File: config.mk
export PLATFORM = sky130hd
export DESIGN_NAME = mem_port_arbiter
export DESIGN_NICKNAME = d
export VERILOG_FILES = /design/src/rtl/mem_port_arbiter.sv
export SDC_FILE = /design/constraint.sdc
export NUM_CORES = 1
export LEC_CHECK = 0
export ABC_AREA = 0
export CAP_MARGIN = 20
export CORE_AREA = 2 2 121 123
export DETAILED_ROUTE_END_ITERATION = 6
export DIE_AREA = 0 0 123 125
export GPL_TIMING_DRIVEN = 0
export PLACE_DENSITY = 0.71
export SYNTH_ARGS = -nofsm -noshare
export SYNTH_HDL_FRONTEND = slang
export SYNTH_SLANG_ARGS = --single-unit
File: constraint.sdc
create_clock -name clk -period 2 [get_ports clk]
set_clock_uncertainty 0.2 [all_clocks]
set_input_delay 0.4 -clock clk [delete_from_list [all_inputs] [get_ports clk]]
set_output_delay 0.4 -clock clk [all_outputs]
set_load 0.02 [all_outputs]
File: src/rtl/mem_port_arbiter.sv
// mem_port_arbiter: shares the data-memory/MMIO port between the CPU
// load/store path and a debug/loader requester that issues word bursts.
// The CPU owns the port except during BURST beats, when cpu_stall tells
// the CPU to hold its instruction.
// Optional feature: define MEM_ARB_STARVE_GUARD_EN to force a CPU slot
// after STARVE_LIMIT consecutive stalled beats inside a burst. That
// parameter only exists when the macro is defined.
module mem_port_arbiter #(
  parameter int MAX_LEN = 16
`ifdef MEM_ARB_STARVE_GUARD_EN
  ,
  parameter int STARVE_LIMIT = 8
`endif
) (
  input  logic        clk,
  input  logic        rst,
  input  logic        cpu_load,
  input  logic        cpu_store,
  input  logic [2:0]  cpu_access,
  input  logic [31:0] cpu_addr,
  input  logic [31:0] cpu_wdata,
  output logic [31:0] cpu_rdata,
  output logic        cpu_stall,
  input  logic        dbg_req,
  input  logic        dbg_we,
  input  logic [31:0] dbg_addr,
  input  logic [7:0]  dbg_len,
  input  logic [31:0] dbg_wdata,
  output logic        dbg_gnt,
  output logic        dbg_valid,
  output logic [31:0] dbg_rdata,
  output logic        dbg_done,
  output logic        mem_load,
  output logic        mem_store,
  output logic [2:0]  mem_access,
  output logic [31:0] mem_addr,
  output logic [31:0] mem_wdata,
  input  logic [31:0] mem_rdata
);

  typedef enum logic [1:0] {
    S_IDLE  = 2'd0,
    S_BURST = 2'd1,
    S_DONE  = 2'd2
  } state_t;

  localparam logic [7:0] MAX_LEN_C = 8'(MAX_LEN);

  state_t      state_q, state_d;
  logic        we_q, we_d;
  logic [31:0] addr_q, addr_d;
  logic [7:0]  cnt_q, cnt_d;
  logic        gnt_q, gnt_d;
  logic        done_q, done_d;

  logic [7:0]  eff_len_s;
  logic        cpu_req_s;
  logic        slot_s;
  logic        own_dbg_s;

  assign cpu_req_s = cpu_load | cpu_store;

`ifdef MEM_ARB_STARVE_GUARD_EN
  localparam logic [7:0] STARVE_C = 8'(STARVE_LIMIT);

  logic [7:0] starve_q, starve_d;

  // A burst cycle becomes a CPU slot once enough stalled beats have piled up.
  assign slot_s = (state_q == S_BURST) && (starve_q >= STARVE_C);

  // Starve counter: counts consecutive stalled beats, clears on slot or idle CPU.
  always_comb begin
    starve_d = starve_q;
    if (state_q != S_BURST) begin
      starve_d = 8'd0;
    end else if (slot_s) begin
      starve_d = 8'd0;
    end else if (cpu_req_s) begin
      starve_d = starve_q + 8'd1;
    end else begin
      starve_d = 8'd0;
    end
  end

  // Starve counter register.
  always_ff @(posedge clk) begin
    if (rst) begin
      starve_q <= 8'd0;
    end else begin
      starve_q <= starve_d;
    end
  end
`else
  assign slot_s = 1'b0;
`endif

  // Effective burst length: zero means one beat, anything above MAX_LEN is clamped.
  always_comb begin
    eff_len_s = dbg_len;
    if (dbg_len == 8'd0) begin
      eff_len_s = 8'd1;
    end else if (dbg_len > MAX_LEN_C) begin
      eff_len_s = MAX_LEN_C;
    end else begin
      eff_len_s = dbg_len;
    end
  end

  // A debug beat executes only in BURST, outside forced CPU slots and reset.
  assign own_dbg_s = (state_q == S_BURST) && !slot_s && !rst;

  // Next-state logic for the arbitration FSM and the burst address/count.
  always_comb begin
    state_d = state_q;
    we_d    = we_q;
    addr_d  = addr_q;
    cnt_d   = cnt_q;
    case (state_q)
      S_IDLE: begin
        if (dbg_req) begin
          we_d    = dbg_we;
          addr_d  = {dbg_addr[31:2], 2'b00};
          cnt_d   = eff_len_s;
          state_d = S_BURST;
        end else begin
          state_d = S_IDLE;
        end
      end
      S_BURST: begin
        if (slot_s) begin
          state_d = S_BURST;
        end else begin
          addr_d = addr_q + 32'd4;
          cnt_d  = cnt_q - 8'd1;
          if (cnt_q == 8'd1) begin
            state_d = S_DONE;
          end else begin
            state_d = S_BURST;
          end
        end
      end
      S_DONE: begin
        state_d = S_IDLE;
      end
      default: begin
        state_d = S_IDLE;
      end
    endcase
    gnt_d  = (state_d == S_BURST);
    done_d = (state_d == S_DONE);
  end

  // FSM state, burst context and registered grant/done outputs.
  always_ff @(posedge clk) begin
    if (rst) begin
      state_q <= S_IDLE;
      we_q    <= 1'b0;
      addr_q  <= 32'd0;
      cnt_q   <= 8'd0;
      gnt_q   <= 1'b0;
      done_q  <= 1'b0;
    end else begin
      state_q <= state_d;
      we_q    <= we_d;
      addr_q  <= addr_d;
      cnt_q   <= cnt_d;
      gnt_q   <= gnt_d;
      done_q  <= done_d;
    end
  end

  // Port mux: debug beat drives a word access, otherwise the CPU passes through.
  always_comb begin
    mem_access = cpu_access;
    mem_addr   = cpu_addr;
    mem_wdata  = cpu_wdata;
    mem_load   = 1'b0;
    mem_store  = 1'b0;
    if (rst) begin
      mem_load  = 1'b0;
      mem_store = 1'b0;
    end else if (own_dbg_s) begin
      mem_load   = ~we_q;
      mem_store  = we_q;
      mem_access = 3'b010;
      mem_addr   = addr_q;
      mem_wdata  = dbg_wdata;
    end else begin
      mem_load   = cpu_load;
      mem_store  = cpu_store;
      mem_access = cpu_access;
      mem_addr   = cpu_addr;
      mem_wdata  = cpu_wdata;
    end
  end

  assign cpu_stall = own_dbg_s & cpu_req_s;
  assign dbg_valid = own_dbg_s;
  assign dbg_gnt   = gnt_q;
  assign dbg_done  = done_q;
  assign cpu_rdata = mem_rdata;
  assign dbg_rdata = mem_rdata;

endmodule

==> flow_summary_export.csv <==
group,metric,value,unit
run_status,status,"finished, violations left",
run_status,violations,"setup timing",
power_and_ir_drop,comb_power_share,0.520,
yosys,synth_area,0.00371,mm²
timing,worst_pin_slew,631,ps
min_path,min-delay-path-class,"flip-flop to flip-flop",
setup_path,r2r_start,"state_q[1]",
power_and_ir_drop,leakage,3.50,nW
clocking,postCtsHoldBufs,0,
route,drt-pass1-iter-count,5,
setup_path,cpLargestDelayFamily,"buffers and inverters",
route,finalWirelength,18.4,mm
clocking,clk_latency,280,ps
setup_path,slowest_delay,350,ps
setup_path,worstSetupStartpointType,"flip-flop",
setup_path,crit_type,"flip-flop to output pin",
die,rows,44,
setup_path,crit_buf_inv,3,
yosys,synthTopCellsByArea,"dfxtp_1 23%, nand2_1 22%, buf_4 13%",
cells_and_area,multi_input_area,0.00267,mm²
die,initial_core_util,0.261,
global_route,overflow,0,
clocking,cts_tree,"done",
yosys,ys_types,51,
yosys,synth_ff_type,"dfxtp_1",
cells_and_area,regArea,878,µm²
yosys,synthArstFlopShare,0,
clocking,cts_made_buffers,5,
setup_path,r2r_slack,70,ps
setup_path,r2r_end,"addr_q[19]",
clocking,clk_pin_slew,60,ps
cells_and_area,final_common_cell,"clkdlybuf4s50_1",
placed_design,hpwlAfterDp,13.5,mm
clocking,cts_root_buf,"clkbuf_16",
yosys,ys_ff_latch,43,
yosys,synth-edff-count,0,
global_route,grt_start_max_net_pins,13,
setup_path,cp_max_fo,9,
route,viasPerCell,4.74,
yosys,synth.top_cell.area_share,0.232,
placed_design,port_buffers,278,
cells_and_area,final_cell_mix,"206 x clkdlybuf4s50_1, 119 x nand2_1, 94 x buf_4",
power_and_ir_drop,clkPwrFrac,0.214,
clocking,cts_buffer_depth,2,
clocking,clock_sinks,43,
power_and_ir_drop,ir_drop,0.279,mV
timing,slew_viol_final,0,
setup_path,arrival,1590,ps
cells_and_area,area_growth,118,%
yosys,yosysSeqAreaShare,0.232,
power_and_ir_drop,p_per_area,478,mW/mm²
global_route,antenna_found_initial,3,
setup_path,crit_slowest_cell,"dfxtp_4",
setup_path,ff2ff_path_depth,8,
die,dieArea,0.0154,mm²
die,die_h,125,µm
setup_path,crit_start,"state_q[0]",
route,ant_nets,0,
cells_and_area,num-fill-cells,1293,
timing,fmax,0.458,GHz
clocking,htreeDepth,2,
cells_and_area,fin_area,0.00808,mm²
setup_path,cp_common_cell,"clkbuf_16",
timing,finalWorstSetupSlack,-185,ps
yosys,syn-num-nets,757,
power_and_ir_drop,intPower,2.51,mW
placed_design,globalplace.congestion,0.914,
setup_path,path_cells,"nor2b_4 -> nand2_8 -> clkbuf_16 -> clkbuf_16 -> nand2_4 -> nand2_2 -> buf_6",
route,drc_errors,0,
setup_path,crit_path_end,"mem_addr[20]",
setup_path,cp.required,1400,ps
cells_and_area,drive_above_1_share,0.373,
setup_path,worstSetupPathDepth,7,
yosys,yosys.area.top_type,"dfxtp_1",
placed_design,post_dp_cell_area,0.00673,mm²
global_route,grt_pass1_vias,4873,
setup_path,critPathCaptureType,"output pin",
yosys,avgSynthCellArea,6.43,µm²
route,drt-initial-drc-count,265,
power_and_ir_drop,swShare,0.352,
run,max_cap_violations,0,
power_and_ir_drop,power,3.87,mW
die,die_w,123,µm
yosys,syn-instance-count,577,
min_path,hold_start,"we_q",
power_and_ir_drop,switching_power,1.36,mW
timing,period_share,1.09,
timing,period_minus_slack,2190,ps
yosys,ys_warn_count,0,
global_route,grt_pass1_wl,26.0,mm
die,io_pins,314,
route,wl_per_cell,16.9,µm
timing,rsz0062_at_grt,"true",
timing,slew_headroom,0.580,
timing,setup_viol,68,
timing,final-hold-violation-count,0,
die,core,0.0142,mm²
route,num_vias,5136,
global_route,grt_use_total,0.216,
power_and_ir_drop,seq_power_share,0.267,
cells_and_area,fin_nets,1078,
cells_and_area,fin_util,0.569,
sequential cells by signal (all words and copies together), names as in the netlist:
signal    flops
state_q       2
we_q          1
cnt_q         8
addr_q       30
dbg_gnt       1
dbg_done      1
worst min path at each step:
stage / to / slack, ps / cells past startpoint
after CTS: we_q / 310 / 2
after global placement: we_q / 270 / 2
after floorplan: we_q / 250 / 2
final: we_q / 310 / 2
after global routing: we_q / 340 / 2
after detailed placement: we_q / 270 / 2
cell type report:
| type | count | share of cell area |
|---|---|---|
| sequential | 43 | 0.109 |
| buffer | 96 | 0.110 |
| tap | 184 | 0.0285 |
| inverter | 8 | 0.00526 |
| clock inverter | 1 | 0.000619 |
| clock buffer | 6 | 0.0172 |
| multi-input combinational | 428 | 0.330 |
| timing repair buffer | 316 | 0.399 |
| antenna | 2 | 0.000619 |
timing repair:
item	in CTS	in global routing
setup buffers	16	13
pin swaps	5	65
setup endpoints to repair	107	89
cloned	5	5
resized for setup	487	173
synth_stat cells, types with 7 or more instances:
cell type,instances
a21oi_1,28
a22oi_1,8
a31oi_1,7
and2_1,10
and3_1,7
buf_4,64
clkbuf_1,26
dfxtp_1,43
inv_1,7
nand2_1,213
nand3_1,19
nand4_1,12
nor2_1,29
nor3_1,7
o211ai_1,7
o21ai_0,10
o22ai_1,8
xor2_1,7
per-stage QoR:
step / cells / hold WS (ps) / setup TNS (ps) / worst slack, ps
after CTS: 1066 / 312 / -12500 / -232
after detailed placement: 1039 / 273 / -97820 / -1280
after global routing: 1084 / 340 / -10230 / -213
after global placement: 1039 / 266 / -97910 / -1290
after floorplan: 577 / 250 / -2630 / -75.4
final: 1084 / 312 / -7810 / -185
per-layer routing:
layer  track usage  up-vias  routed length, µm
li1              -     2520                  -
met1         0.256     2346               7010
met2         0.373      244               9120
met3        0.0630       24               1920
met4        0.0642        2                298
met5             0        -                 13
worst min-delay path: cells and delay by family (launching register included):
| family | cells | cell delay [ps] |
|---|---|---|
| AOI/OAI and AO/OA | 1 | 50 |
| DFF | 1 | 340 |
| and+or+nand+nor | 1 | 70 |
cell families after synthesis:
group / count (synthesis) / synth area share
muxes: 4 / 0.0131
xor gates and xnor gates: 7 / 0.0165
buffers and inverters: 106 / 0.178
and+or+nand+nor: 328 / 0.403
adders and majority gates: 3 / 0.0101
AOI/OAI and AO/OA: 86 / 0.147
DFF: 43 / 0.232
power by group through the flow:
stage               Clock, mW  Sequential [mW]  Combinational (mW)
floorplan                   0             1.02               0.807
finish                  0.826             1.03                2.01
CTS                     0.822             1.03                1.79
global route            0.859             1.04                2.13
detailed placement          0             1.04                1.63
global placement            0             1.04                1.62
No activity file was read; power rests on OpenSTA's default activity.
